## src/rtl/divresult_to_double_if.sv

```systemverilog
// Bundle between the divider result, the double converter and the downstream consumer.
// dout is a valid/ready channel: a word transfers on a rising clock edge where dout_valid and dout_ready are both high; dout_valid and dout stay stable until that edge.
interface divresult_to_double_if;
  logic [63:0] result;
  logic        signresult;
  logic [6:0]  dotplaceresult;
  logic        calcover;
  logic [63:0] dout;
  logic        dout_valid;
  logic        dout_ready;

  modport slave (
    input  result, signresult, dotplaceresult, calcover, dout_ready,
    output dout, dout_valid
  );

  modport master (
    output result, signresult, dotplaceresult, calcover, dout_ready,
    input  dout, dout_valid
  );
endinterface

```

## src/rtl/divresult_to_double.sv

```systemverilog
// Converts the divider's sign/magnitude/dot-place result into a packed IEEE-754 double:
// left-normalise one bit per cycle, round to nearest even, then hold the word until it is accepted.
module divresult_to_double #(
  parameter int RES_W    = 64,
  parameter int DOT_W    = 7,
  parameter int EXP_BIAS = 1023
) (
  input  logic                 systclk,
  input  logic                 init,
  divresult_to_double_if.slave bus,
  output logic                 busy,
  output logic                 ovr_err,
  output logic [1:0]           state_dbg
);

  typedef enum logic [1:0] {
    IDLE = 2'd0,
    NORM = 2'd1,
    RND  = 2'd2,
    HOLD = 2'd3
  } state_t;

  // Exponent of a magnitude whose MSB is already at bit RES_W-1 with no fractional bits.
  localparam logic [11:0] EXP_TOP = 12'(EXP_BIAS + RES_W - 1);

  state_t             state, state_nx;
  logic [RES_W-1:0]   mag, mag_nx;
  logic [5:0]         shift, shift_nx;
  logic               sgn, sgn_nx;
  logic [DOT_W-1:0]   dot, dot_nx;
  logic               calcover_d;
  logic [63:0]        dout_q, dout_nx;
  logic               valid_q, valid_nx;
  logic               ovr_nx;

  logic               start, accept, capture;
  logic               guard, sticky, inc;
  logic [52:0]        man_sum;
  logic [11:0]        exp_base, exp_rnd;

  assign start   = bus.calcover & ~calcover_d;
  assign accept  = (state == HOLD) & bus.dout_ready;
  // A start coinciding with the accepting handshake is taken immediately, not flagged.
  assign capture = start & ((state == IDLE) | accept);

  assign guard    = mag[10];
  assign sticky   = |mag[9:0];
  assign inc      = guard & (sticky | mag[11]);
  assign man_sum  = {1'b0, mag[62:11]} + 53'(inc);
  assign exp_base = EXP_TOP - {6'b0, shift} - {{(12-DOT_W){1'b0}}, dot};
  // A mantissa carry out leaves man_sum[51:0] at zero and bumps the exponent.
  assign exp_rnd  = exp_base + 12'(man_sum[52]);

  always_comb begin
    state_nx = state;
    mag_nx   = mag;
    shift_nx = shift;
    sgn_nx   = sgn;
    dot_nx   = dot;
    dout_nx  = dout_q;
    valid_nx = valid_q;
    ovr_nx   = ovr_err | (start & ~capture);

    case (state)
      IDLE: ;
      NORM: begin
        if (mag[RES_W-1]) begin
          state_nx = RND;
        end else begin
          mag_nx   = mag << 1;
          shift_nx = shift + 6'd1;
        end
      end
      RND: begin
        state_nx = HOLD;
        valid_nx = 1'b1;
        if (mag == '0) dout_nx = {sgn, 63'b0};
        else           dout_nx = {sgn, exp_rnd[10:0], man_sum[51:0]};
      end
      HOLD: begin
        if (bus.dout_ready) begin
          valid_nx = 1'b0;
          state_nx = IDLE;
        end
      end
      default: state_nx = IDLE;
    endcase

    if (capture) begin
      mag_nx   = bus.result;
      sgn_nx   = bus.signresult;
      dot_nx   = bus.dotplaceresult;
      shift_nx = '0;
      state_nx = (bus.result == '0) ? RND : NORM;
    end
  end

  always_ff @(posedge systclk or negedge init) begin
    if (!init) begin
      state      <= IDLE;
      mag        <= '0;
      shift      <= '0;
      sgn        <= 1'b0;
      dot        <= '0;
      calcover_d <= 1'b1;
      dout_q     <= '0;
      valid_q    <= 1'b0;
      ovr_err    <= 1'b0;
    end else begin
      state      <= state_nx;
      mag        <= mag_nx;
      shift      <= shift_nx;
      sgn        <= sgn_nx;
      dot        <= dot_nx;
      calcover_d <= bus.calcover;
      dout_q     <= dout_nx;
      valid_q    <= valid_nx;
      ovr_err    <= ovr_nx;
    end
  end

  assign bus.dout       = dout_q;
  assign bus.dout_valid = valid_q;
  assign busy           = (state != IDLE);
  assign state_dbg      = state;

endmodule

```

## src/flat_wrapper.sv

```systemverilog
// flat-port wrapper written by rule: the top's interface ports become plain ports
module divresult_to_double_flat 
#(
  parameter int RES_W    = 64,
  parameter int DOT_W    = 7,
  parameter int EXP_BIAS = 1023
)
  (systclk, init, busy, ovr_err, state_dbg, bus_result, bus_signresult, bus_dotplaceresult, bus_calcover, bus_dout_ready, bus_dout, bus_dout_valid);
  divresult_to_double_if bus_i ();
  input  logic systclk;
  input  logic init;
  output logic busy;
  output logic ovr_err;
  output logic [1:0] state_dbg;
  input wire logic [$bits(bus_i.result)-1:0] bus_result;
  input wire logic [$bits(bus_i.signresult)-1:0] bus_signresult;
  input wire logic [$bits(bus_i.dotplaceresult)-1:0] bus_dotplaceresult;
  input wire logic [$bits(bus_i.calcover)-1:0] bus_calcover;
  input wire logic [$bits(bus_i.dout_ready)-1:0] bus_dout_ready;
  output wire logic [$bits(bus_i.dout)-1:0] bus_dout;
  output wire logic [$bits(bus_i.dout_valid)-1:0] bus_dout_valid;
  assign bus_i.result = bus_result;
  assign bus_i.signresult = bus_signresult;
  assign bus_i.dotplaceresult = bus_dotplaceresult;
  assign bus_i.calcover = bus_calcover;
  assign bus_i.dout_ready = bus_dout_ready;
  assign bus_dout = bus_i.dout;
  assign bus_dout_valid = bus_i.dout_valid;
  divresult_to_double #(.RES_W(RES_W), .DOT_W(DOT_W), .EXP_BIAS(EXP_BIAS)) u_core (.systclk(systclk), .init(init), .bus(bus_i), .busy(busy), .ovr_err(ovr_err), .state_dbg(state_dbg));
endmodule
```

## config.mk

```make
export PLATFORM = sky130hd
export DESIGN_NAME = divresult_to_double_flat
export DESIGN_NICKNAME = d
export VERILOG_FILES = /design/src/rtl/divresult_to_double_if.sv /design/src/rtl/divresult_to_double.sv /design/src/flat_wrapper.sv
export SDC_FILE = /design/constraint.sdc
export NUM_CORES = 1
export LEC_CHECK = 0
export CAP_MARGIN = 10
export CORE_UTILIZATION = 35
export CTS_BUF_LIST = sky130_fd_sc_hd__clkbuf_8
export DETAILED_ROUTE_END_ITERATION = 8
export DONT_BUFFER_PORTS = 1
export PLACE_DENSITY = 0.56
export SYNTH_ARGS = -nofsm -noshare
export SYNTH_HDL_FRONTEND = slang
export SYNTH_SLANG_ARGS = --single-unit
```

## constraint.sdc

```tcl
create_clock -name systclk -period 5.4 [get_ports systclk]
set_clock_uncertainty 0.2 [all_clocks]
set_input_delay 1.08 -clock systclk [delete_from_list [all_inputs] [get_ports systclk]]
set_output_delay 1.08 -clock systclk [all_outputs]
set_load 0.01 [all_outputs]
```

==> results.json, run 1 <==
{
  "run_status": "finished with violations",
  "violations": "DRC",
  "routabilityCongestion": 0.799,
  "met2_usage_pct": 29.2,
  "post_cts_buffers": 0,
  "post-place-cells": 1133,
  "synth_nets": 1000,
  "grt_max_degree": 148,
  "num_rows": 54,
  "antenna_found_initial": 0,
  "worstHoldPathType": "input pin to asynchronous set/reset pin",
  "fin_setup_tns_ns": 0,
  "worst_ir_drop_vdd_uv": 255,
  "drive_above_1_share_pct": 5.42,
  "max_freq_mhz": 231,
  "die_area_mm2": 0.0232,
  "area_delta_synth_final_pct": 7.04,
  "num_vias": 6397,
  "yosysUniqueCellTypes": 47,
  "timing.rr.start": "u_core.mag[20]",
  "synth_seq_cells": 147,
  "p_per_area_mw_per_mm2": 569,
  "grt_overflow": 0,
  "cts_tree": "built",
  "max_cap_violations": 0,
  "hold_viol": 0,
  "relSlewSlack_pct": 26.2,
  "ys_seq_area_share_pct": 46.5,
  "routed_via_density": 5.49,
  "post_cts_resized": 0,
  "placed_cell_area_mm2": 0.00811,
  "die_h_um": 152,
  "gr-usage-met1_pct": 25.5,
  "grt_pass1_wl_um": 35000,
  "yosys_warnings": 0,
  "drt-initial-drc-count": 458,
  "timing.final.max_slew_violations": 0,
  "start_util_pct": 36.0,
  "finalCriticalPeriod_ns": 4.33,
  "dr.pass1.iters": 8,
  "syn_inst": 909,
  "ys_async_sr_fraction_pct": 100,
  "core_mm2": 0.0220,
  "die_x_um": 152,
  "finalInstanceArea_mm2": 0.00848,
  "setup-violations-final": 0,
  "tightest_slew_ns": 1.10,
  "n_antenna_cell": 0,
  "synth_edf_count": 0,
  "clockBufferDepth": 2,
  "place_worst_setup_slack_ns": 1.17,
  "wirelength_um": 21700,
  "synthFlopType": "dfrtp_1",
  "avgRoutedWirePerCell_um": 18.6,
  "drc_errors": 7,
  "numPortBuffers": 0,
  "clock-sinks": 147,
  "postCtsHoldBufs": 0,
  "cts_buffers": 17,
  "insertion_delay_ns": 0.44,
  "grt.busiest_layer": "met2",
  "worstSetupPathType": "flop to flop",
  "nNetsFinal": 963,
  "reg2reg_to": "u_core.bus.dout[59]",
  "syn_area_mm2": 0.00792,
  "htreeDepth": 4,
  "critPathRequiredTime_ns": 5.53,
  "layout_setup_ws_ns": 1.07,
  "critPathMaxFanout": 14,
  "reg2reg_depth": 13,
  "grt_use_met3_pct": 7.08,
  "period_share_pct": 80.3,
  "cp-start-kind": "flop",
  "dp_hpwl_um": 15200,
  "cp.arrival_ns": 4.46,
  "grtUsageTotal_pct": 19.2,
  "finalPower_mw": 4.82,
  "clk_pin_slew_ns": 0.08,
  "end_kind": "flop",
  "p_leak_nw": 3.18,
  "final_cells": 1165,
  "avgSynthCellArea_um2": 8.71,
  "rsz0062_at_grt": "no",
  "ios": 145,
  "grt_pass1_vias": 6234,
  "root_buffer": "clkbuf_8",
  "antenna_left": 0,
  "r2r_slack_ns": 1.07
}
[synthesized netlist by cell type (8+ instances only)]
| cell | n | share of area, % |
|---|---|---|
| a31oi_1 | 20 | 1.6 |
| nor2_1 | 39 | 1.8 |
| clkbuf_1 | 49 | 2.3 |
| nand3_1 | 22 | 1.4 |
| ha_1 | 13 | 2.1 |
| nor3b_1 | 63 | 6.0 |
| buf_2 | 8 | 0.51 |
| nand2_1 | 146 | 6.9 |
| inv_1 | 25 | 1.2 |
| o31ai_1 | 10 | 0.95 |
| o21ai_0 | 118 | 7.5 |
| a21oi_1 | 69 | 4.4 |
| xnor2_1 | 14 | 1.5 |
| nand4_1 | 22 | 1.7 |
| or4_1 | 10 | 0.95 |
| nor4_1 | 34 | 2.7 |
| nor3_1 | 10 | 0.63 |
| xor2_1 | 23 | 2.5 |
| dfrtp_1 | 146 | 46 |
| and4_1 | 8 | 0.88 |
[kinds of logic (layout without fill, tap and decap cells)]
family / count (synthesis) / in the layout / synth area share, %
fa+ha+maj: 15 / 15 / 2.56
mux: 2 / 2 / 0.269
buf+inv: 88 / 64 / 4.41
compound gates: 234 / 234 / 16.2
xor+xnor: 37 / 37 / 4.09
flops: 147 / 147 / 46.5
simple gates: 386 / 386 / 26.1
[worst max path at each step]
stage | startpoint | end | slack [ns] | depth (start not counted)
floorplan | u_core.mag[10] | u_core.bus.dout[59] | 1.95 | 16
global placement | u_core.mag[20] | u_core.bus.dout[59] | 1.30 | 13
detailed placement | u_core.mag[20] | u_core.bus.dout[59] | 1.17 | 13
CTS | u_core.mag[20] | u_core.bus.dout[59] | 1.15 | 13
global route | u_core.mag[20] | u_core.bus.dout[59] | 0.77 | 13
finish | u_core.mag[20] | u_core.bus.dout[59] | 1.07 | 13
[power by group]
part           leakage (nW)  switching [mW]  internal (mW)  total (mW)
sequential             1.84           0.709           1.61        2.32
clock                 0.203           0.425          0.412       0.837
combinational          1.13           0.953          0.713        1.67
[stage by stage]
stage / util (%) / hold slack [ns]
2_1_floorplan: - / 0.239
3_3_place_gp: 36.8 / 0.266
3_5_place_dp: 36.8 / 0.267
4_1_cts: 38.5 / 0.0925
5_1_grt: 38.5 / 0.0735
6_report: 38.5 / 0.126
[placed cells by master, fill, tap and decap left out, types with 3 or more instances in the layout]
cell type,instances
nor3_1,10
o21ai_0,118
a22o_1,5
nand4_1,22
dfrtp_1,145
inv_1,29
clkinv_2,5
nor2_1,37
or3_1,7
or4_1,10
xor2_1,23
and4_1,8
and3_1,7
clkbuf_8,18
ha_1,13
o31ai_1,10
nor3b_1,63
nand2_1,146
and2_1,6
a21o_1,3
buf_4,5
a31oi_1,20
a21oi_1,69
xnor2_1,14
nand3_1,22
nor4_1,34
[worst max-delay path, stage by stage, from the launching register on]
cell and delay, ns:
dfrtp_1 0.48, and4_1 0.34, and3_1 0.51, nand3_2 0.35, nor3_1 0.54, fa_1 0.28, ha_1 0.17, inv_1 0.06
fa_1 0.40, nor2b_1 0.12, o21ai_0 0.09, a21boi_0 0.26, o21ai_0 0.15, a32o_1 0.28
[cell type report]
class	instances	area, um2
fillers	2331	13500
multi-input cells	674	3910
flip-flops and latches	147	3680
well taps	280	350
clock buffers	18	248
clock inverters	14	124
inverters	25	93.8
repair buffers	7	77.6
[metal layers]
| layer | vias up | share of wire [%] |
|---|---|---|
| li1 | 3180 | - |
| met3 | 25 | 9.0 |
| met4 | 0 | 1.6 |
| met5 | - | 0 |
| met2 | 156 | 45 |
| met1 | 3036 | 44 |
[sequential cells by signal (all words and copies together), names as in the netlist]
name	cells
u_core.ovr_err	1
u_core.dot	7
u_core.state_dbg	2
u_core.calcover_d	1
u_core.bus.dout_valid	1
u_core.bus.dout	64
u_core.shift	6
u_core.sgn	1
u_core.mag	64
No activity file was read; power rests on OpenSTA's default activity.
==> run 2, diff against run 1 <==
- clock period: 5.4 -> 4.2 ns (I/O delays scaled with it)
==> run 2 against run 1 <==
Effect of this change: the run ends with DRC, hold timing left; sequential power increased by 29%; routed wire length rose by 0.48%; core utilization is 0.14 points higher; maximum frequency rose by 14%; clock-buffer cell count rose by 4; register-to-register slack worse by 0.66 ns; sequential cell count unchanged; first-iteration DRC count is 8.3% lower; final cell count is 0.34% higher; largest power group unchanged.
==> results.json, run 2 (same netlist as run 1, synthesis figures left out) <==
{
  "run_status": "finished with violations",
  "violations": "DRC, hold timing",
  "final_cells": 1169,
  "finalInstanceArea_mm2": 0.00851,
  "grt_max_degree": 148,
  "r2r_slack_ns": 0.40,
  "wirelength_um": 21800,
  "grt_use_met3_pct": 4.89,
  "drt-initial-drc-count": 420,
  "routed_via_density": 5.46,
  "ff_latch_area_mm2": 0.00368,
  "n_antenna_cell": 0,
  "numPortBuffers": 0,
  "area_delta_synth_final_pct": 7.44,
  "final_common_cell": "nand2_1",
  "finalPower_mw": 6.24,
  "placed_cell_area_mm2": 0.00813,
  "grtUsageTotal_pct": 19.2,
  "reg2reg_to": "u_core.bus.dout[61]",
  "max_freq_mhz": 263,
  "routabilityCongestion": 0.808,
  "grt_pass1_vias": 6151,
  "timing.rr.start": "u_core.mag[30]",
  "worstSetupPathType": "flop to flop",
  "drive_above_1_share_pct": 5.96,
  "ios": 145,
  "p_int_mw": 3.53,
  "post-place-cells": 1137,
  "hold_slack_ns": -0.125,
  "worstHoldPathType": "input pin to asynchronous set/reset pin",
  "slowest_stage": "dfrtp_1",
  "die_x_um": 152,
  "root_buffer": "clkbuf_8",
  "antenna_left": 0,
  "critPathRequiredTime_ns": 4.35,
  "start_util_pct": 36.0,
  "swShare_pct": 43.4,
  "antenna_found_initial": 0,
  "clock-sinks": 147,
  "worst_ir_drop_vdd_uv": 358,
  "gr-usage-met1_pct": 26.5,
  "cts_buffers": 17,
  "p_comb_share_pct": 34.5,
  "switchingPower_mw": 2.71,
  "num_vias": 6384,
  "slowest_delay_ns": 0.48,
  "post_cts_resized": 0,
  "reg2reg_depth": 13,
  "avgRoutedWirePerCell_um": 18.6,
  "period_share_pct": 90.4,
  "cp_cell_sequence": "and4_4, and4_1, nand3_2, nor3_1, fa_1, ha_1, inv_1, fa_1, nor2b_1, o21ai_0, a21boi_0, o21ai_0, a32o_1",
  "core_mm2": 0.0220,
  "cp.arrival_ns": 3.94,
  "tightest_slew_ns": 0.835,
  "multi_input_area_mm2": 0.00391,
  "p_per_area_mw_per_mm2": 733,
  "clockBufferDepth": 2,
  "end_kind": "flop",
  "p_leak_nw": 3.20,
  "num_rows": 54,
  "place_worst_setup_slack_ns": 0.441,
  "cp-start-kind": "flop",
  "timing.final.max_slew_violations": 0,
  "p_seq_share_pct": 47.9,
  "dr.pass1.iters": 6,
  "p_clk_share_pct": 17.6,
  "fin_setup_tns_ns": 0,
  "htreeDepth": 4,
  "dp_hpwl_um": 15500,
  "post_cts_buffers": 0,
  "nNetsFinal": 967,
  "hold_viol": 146,
  "setup-violations-final": 0,
  "met2_usage_pct": 30.0,
  "drc_errors": 7,
  "clk_pin_slew_ns": 0.08,
  "max_cap_violations": 0,
  "relSlewSlack_pct": 44.2,
  "die_h_um": 152,
  "die_area_mm2": 0.0232,
  "critPathMaxFanout": 8,
  "rsz0062_at_grt": "no",
  "grt_pass1_wl_um": 35000,
  "cts_tree": "built",
  "layout_setup_ws_ns": 0.405,
  "grt_overflow": 0,
  "grt.busiest_layer": "met2",
  "finalCriticalPeriod_ns": 3.80,
  "most-common-layout-cells": "146 x nand2_1, 145 x dfrtp_1, 118 x o21ai_0",
  "nFillCells": 2284,
  "insertion_delay_ns": 0.46
}
run 2: cell types whose count changed in the layout (fill, tap and decap cells not counted):
cell	previous run	this run
buf_4	5	10
clkbuf_8	18	22
clkinv_2	5	3
clkinvlp_4	2	0
buf_12	2	1
bufinv_16	2	1
clkinv_4	1	2
inv_1	29	28
inv_6	0	1
run 2: metal layers:
layer	share of wire, %	wire length (um)
met5	0	0
met4	1.2	269
met3	7.4	1620
met2	45	9830
met1	46	10100
run 2: final cells by class:
cell class | instances | area share (%)
repair buffers | 11 | 1.12
clock buffers | 22 | 3.56
multi-input cells | 674 | 45.9
flip-flops and latches | 147 | 43.3
well taps | 280 | 4.12
inverters | 25 | 1.10
clock inverters | 10 | 0.970
run 2: critical path: cells and delay by family (launching register included):
family	cells	cell delay (ns)
AND/OR/NAND/NOR	5	1.38
flip-flops	1	0.48
AO/OA/AOI/OAI	4	0.77
buffers and inverters	1	0.05
adder cells (fa/ha/maj)	3	0.81
run 2: how the worst max path moves through the flow:
stage,endpoint,slack (ns),startpoint,depth (start not counted)
2_1_floorplan,u_core.bus.dout[59],0.75,u_core.mag[10],16
3_3_place_gp,u_core.bus.dout[61],0.51,u_core.mag[30],13
3_5_place_dp,u_core.bus.dout[61],0.44,u_core.mag[30],13
4_1_cts,u_core.bus.dout[61],0.43,u_core.mag[30],13
5_1_grt,u_core.bus.dout[61],0.18,u_core.mag[10],15
6_report,u_core.bus.dout[61],0.40,u_core.mag[30],13
run 2: power groups by stage:
stage	Clock, mW	Sequential [mW]	Combinational, mW
final	1.10	2.99	2.15
after global routing	1.19	3.11	2.50
after CTS	1.13	2.99	2.18
after detailed placement	0	3.02	2.17
after global placement	0	3.00	2.15
after floorplan	0	2.69	1.83
run 2: per-stage QoR:
| step | util (%) | hold WS [ns] |
|---|---|---|
| final | 38.6 | -0.125 |
| after global routing | 38.6 | -0.151 |
| after CTS | 38.6 | -0.154 |
| after detailed placement | 36.9 | 0.267 |
| after global placement | 36.9 | 0.266 |
| after floorplan | - | 0.239 |
==> run 3, diff against run 2 <==
--- a/config.mk
+++ b/config.mk
@@ -12,3 +12,3 @@
 export DONT_BUFFER_PORTS = 1
-export PLACE_DENSITY = 0.56
+export PLACE_DENSITY = 0.47
 export SYNTH_ARGS = -nofsm -noshare
==> constraint.sdc (replaced) <==
create_clock -name systclk -period 4.2 [get_ports systclk]
set_clock_uncertainty 0.2 [all_clocks]
set_input_delay 1.05 -clock systclk [delete_from_list [all_inputs] [get_ports systclk]]
set_output_delay 1.05 -clock systclk [all_outputs]
set_load 0.01 [all_outputs]
==> run 3 against run 2 <==
Effect of this change: the run ends with DRC left; maximum frequency rose by 1.0%; clock-buffer cell count decreased by 2; routed wire length up 4.7%.
==> results.json, run 3 (same netlist as run 1, synthesis figures left out) <==
{
  "run_status": "finished with violations",
  "violations": "DRC",
  "slowest_delay_ns": 0.44,
  "slowest_stage": "dfrtp_1",
  "grt_pass1_wl_um": 36300,
  "p_seq_share_pct": 47.1,
  "final_common_cell": "nand2_1",
  "clock-sinks": 147,
  "p_int_mw": 3.56,
  "critical_path.startpoint": "u_core.mag[10]",
  "dr.pass1.iters": 8,
  "finalPower_mw": 6.31,
  "worst_ir_drop_vdd_uv": 317,
  "timing.rr.start": "u_core.mag[10]",
  "die_x_um": 152,
  "p_leak_nw": 3.21,
  "critPathMaxFanout": 7,
  "period_share_pct": 89.5,
  "clk_pin_slew_ns": 0.08,
  "ios": 145,
  "setup-violations-final": 0,
  "cp.arrival_ns": 3.90,
  "timing.final.max_slew_violations": 0,
  "n_antenna_cell": 0,
  "drive_above_1_share_pct": 6.28,
  "avgRoutedWirePerCell_um": 19.5,
  "start_util_pct": 36.0,
  "post_cts_buffers": 0,
  "rsz0062_at_grt": "no",
  "max_cap_violations": 0,
  "cp_num_buf_inv": 1,
  "switchingPower_mw": 2.75,
  "p_per_area_mw_per_mm2": 740,
  "reg2reg_to": "u_core.bus.dout[61]",
  "numPortBuffers": 0,
  "nNetsFinal": 971,
  "end_kind": "flop",
  "reg2reg_depth": 15,
  "grtUsageTotal_pct": 20.0,
  "fin_setup_tns_ns": 0,
  "most-common-layout-cells": "146 x nand2_1, 145 x dfrtp_1, 118 x o21ai_0",
  "finalInstanceArea_mm2": 0.00853,
  "r2r_slack_ns": 0.44,
  "root_buffer": "clkbuf_8",
  "drt-initial-drc-count": 502,
  "antenna_found_initial": 0,
  "grt_pass1_vias": 6448,
  "p_clk_share_pct": 17.8,
  "area_delta_synth_final_pct": 7.69,
  "worstHoldPathType": "input pin to asynchronous set/reset pin",
  "wirelength_um": 22800,
  "grt_max_degree": 148,
  "layout_setup_ws_ns": 0.443,
  "nFillCells": 2221,
  "multi_input_area_mm2": 0.00391,
  "cpLargestDelayFamily": "simple AND/OR/NAND/NOR gates",
  "drc_errors": 8,
  "core_mm2": 0.0220,
  "placed_cell_area_mm2": 0.00814,
  "htreeDepth": 4,
  "utilization_pct": 38.7,
  "grt_overflow": 0,
  "postCtsHoldBufs": 0,
  "worstSetupPathType": "flop to flop",
  "p_comb_share_pct": 35.1,
  "relSlewSlack_pct": 43.6,
  "post_cts_resized": 0,
  "max_freq_mhz": 266,
  "cts_tree": "built",
  "antenna_left": 0,
  "routabilityCongestion": 0.846,
  "routed_via_density": 5.65,
  "cp-start-kind": "flop",
  "die_area_mm2": 0.0232,
  "dp_hpwl_um": 16000,
  "die_h_um": 152,
  "hold_viol": 0,
  "num_vias": 6617,
  "cp_cell_sequence": "and2_1, ha_1, nand2_1, nor3_4, nand3_2, nor3_1, fa_1, ha_1, inv_1, fa_1, nor2b_1, o21ai_0, a21boi_0, o21ai_0, a32o_1",
  "finalCriticalPeriod_ns": 3.76,
  "endpoint": "u_core.bus.dout[61]",
  "critPathRequiredTime_ns": 4.35,
  "cts_buffers": 17,
  "place_worst_setup_slack_ns": 0.407,
  "clockBufferDepth": 2,
  "num_rows": 54,
  "insertion_delay_ns": 0.46,
  "ff_latch_area_mm2": 0.00368,
  "tightest_slew_ns": 0.839,
  "swShare_pct": 43.6,
  "crit_cells": 15
}
## run 3: cell count changes in the layout (fill, tap and decap cells not counted)
cell / before / now
clkinv_4: 2 / 0
buf_4: 10 / 15
clkinv_2: 3 / 2
clkbuf_8: 22 / 20
clkinvlp_4: 0 / 3
bufinv_16: 1 / 2
buf_12: 1 / 0
## run 3: final cells by class
type | count | area share, %
sequential | 147 | 43.2
inverter | 25 | 1.10
tap | 280 | 4.11
clock buffer | 20 | 3.23
clock inverter | 11 | 1.32
timing repair buffer | 15 | 1.32
multi-input combinational | 674 | 45.8
## run 3: worst min path at each step
| stage | slack [ns] | to | from | depth (start not counted) |
|---|---|---|---|---|
| 6_report | 0.09 | u_core.bus.dout[4] | init | 0 |
| 5_1_grt | 0.04 | u_core.mag[22] | init | 0 |
| 4_1_cts | 0.04 | u_core.bus.dout[4] | init | 0 |
| 3_5_place_dp | 0.26 | u_core.bus.dout[63] | u_core.sgn | 2 |
| 3_3_place_gp | 0.26 | u_core.bus.dout[63] | u_core.sgn | 2 |
| 2_1_floorplan | 0.24 | u_core.bus.dout[63] | u_core.sgn | 2 |
## run 3: layer usage
layer  global-route usage [%]  routed length [um]  vias to the layer above
met3                     5.20                1620                       31
met1                     26.5               10200                     3185
met4                     7.31                 450                        0
li1                         -                   -                     3198
met2                     31.4               10500                      203
met5                        0                   0                        -
## run 3: power groups by stage
stage	clock network [mW]	registers, mW	logic [mW]
after CTS	1.17	2.97	2.24
after floorplan	0	2.69	1.83
after global routing	1.23	3.09	2.54
after detailed placement	0	3.00	2.23
after global placement	0	2.95	2.20
final	1.12	2.98	2.21
## run 3: metrics by stage
stage | std cells | hold WS [ns]
3_3_place_gp | 1141 | 0.261
2_1_floorplan | 909 | 0.239
4_1_cts | 1172 | 0.0373
3_5_place_dp | 1141 | 0.261
6_report | 1172 | 0.0877
5_1_grt | 1172 | 0.0433
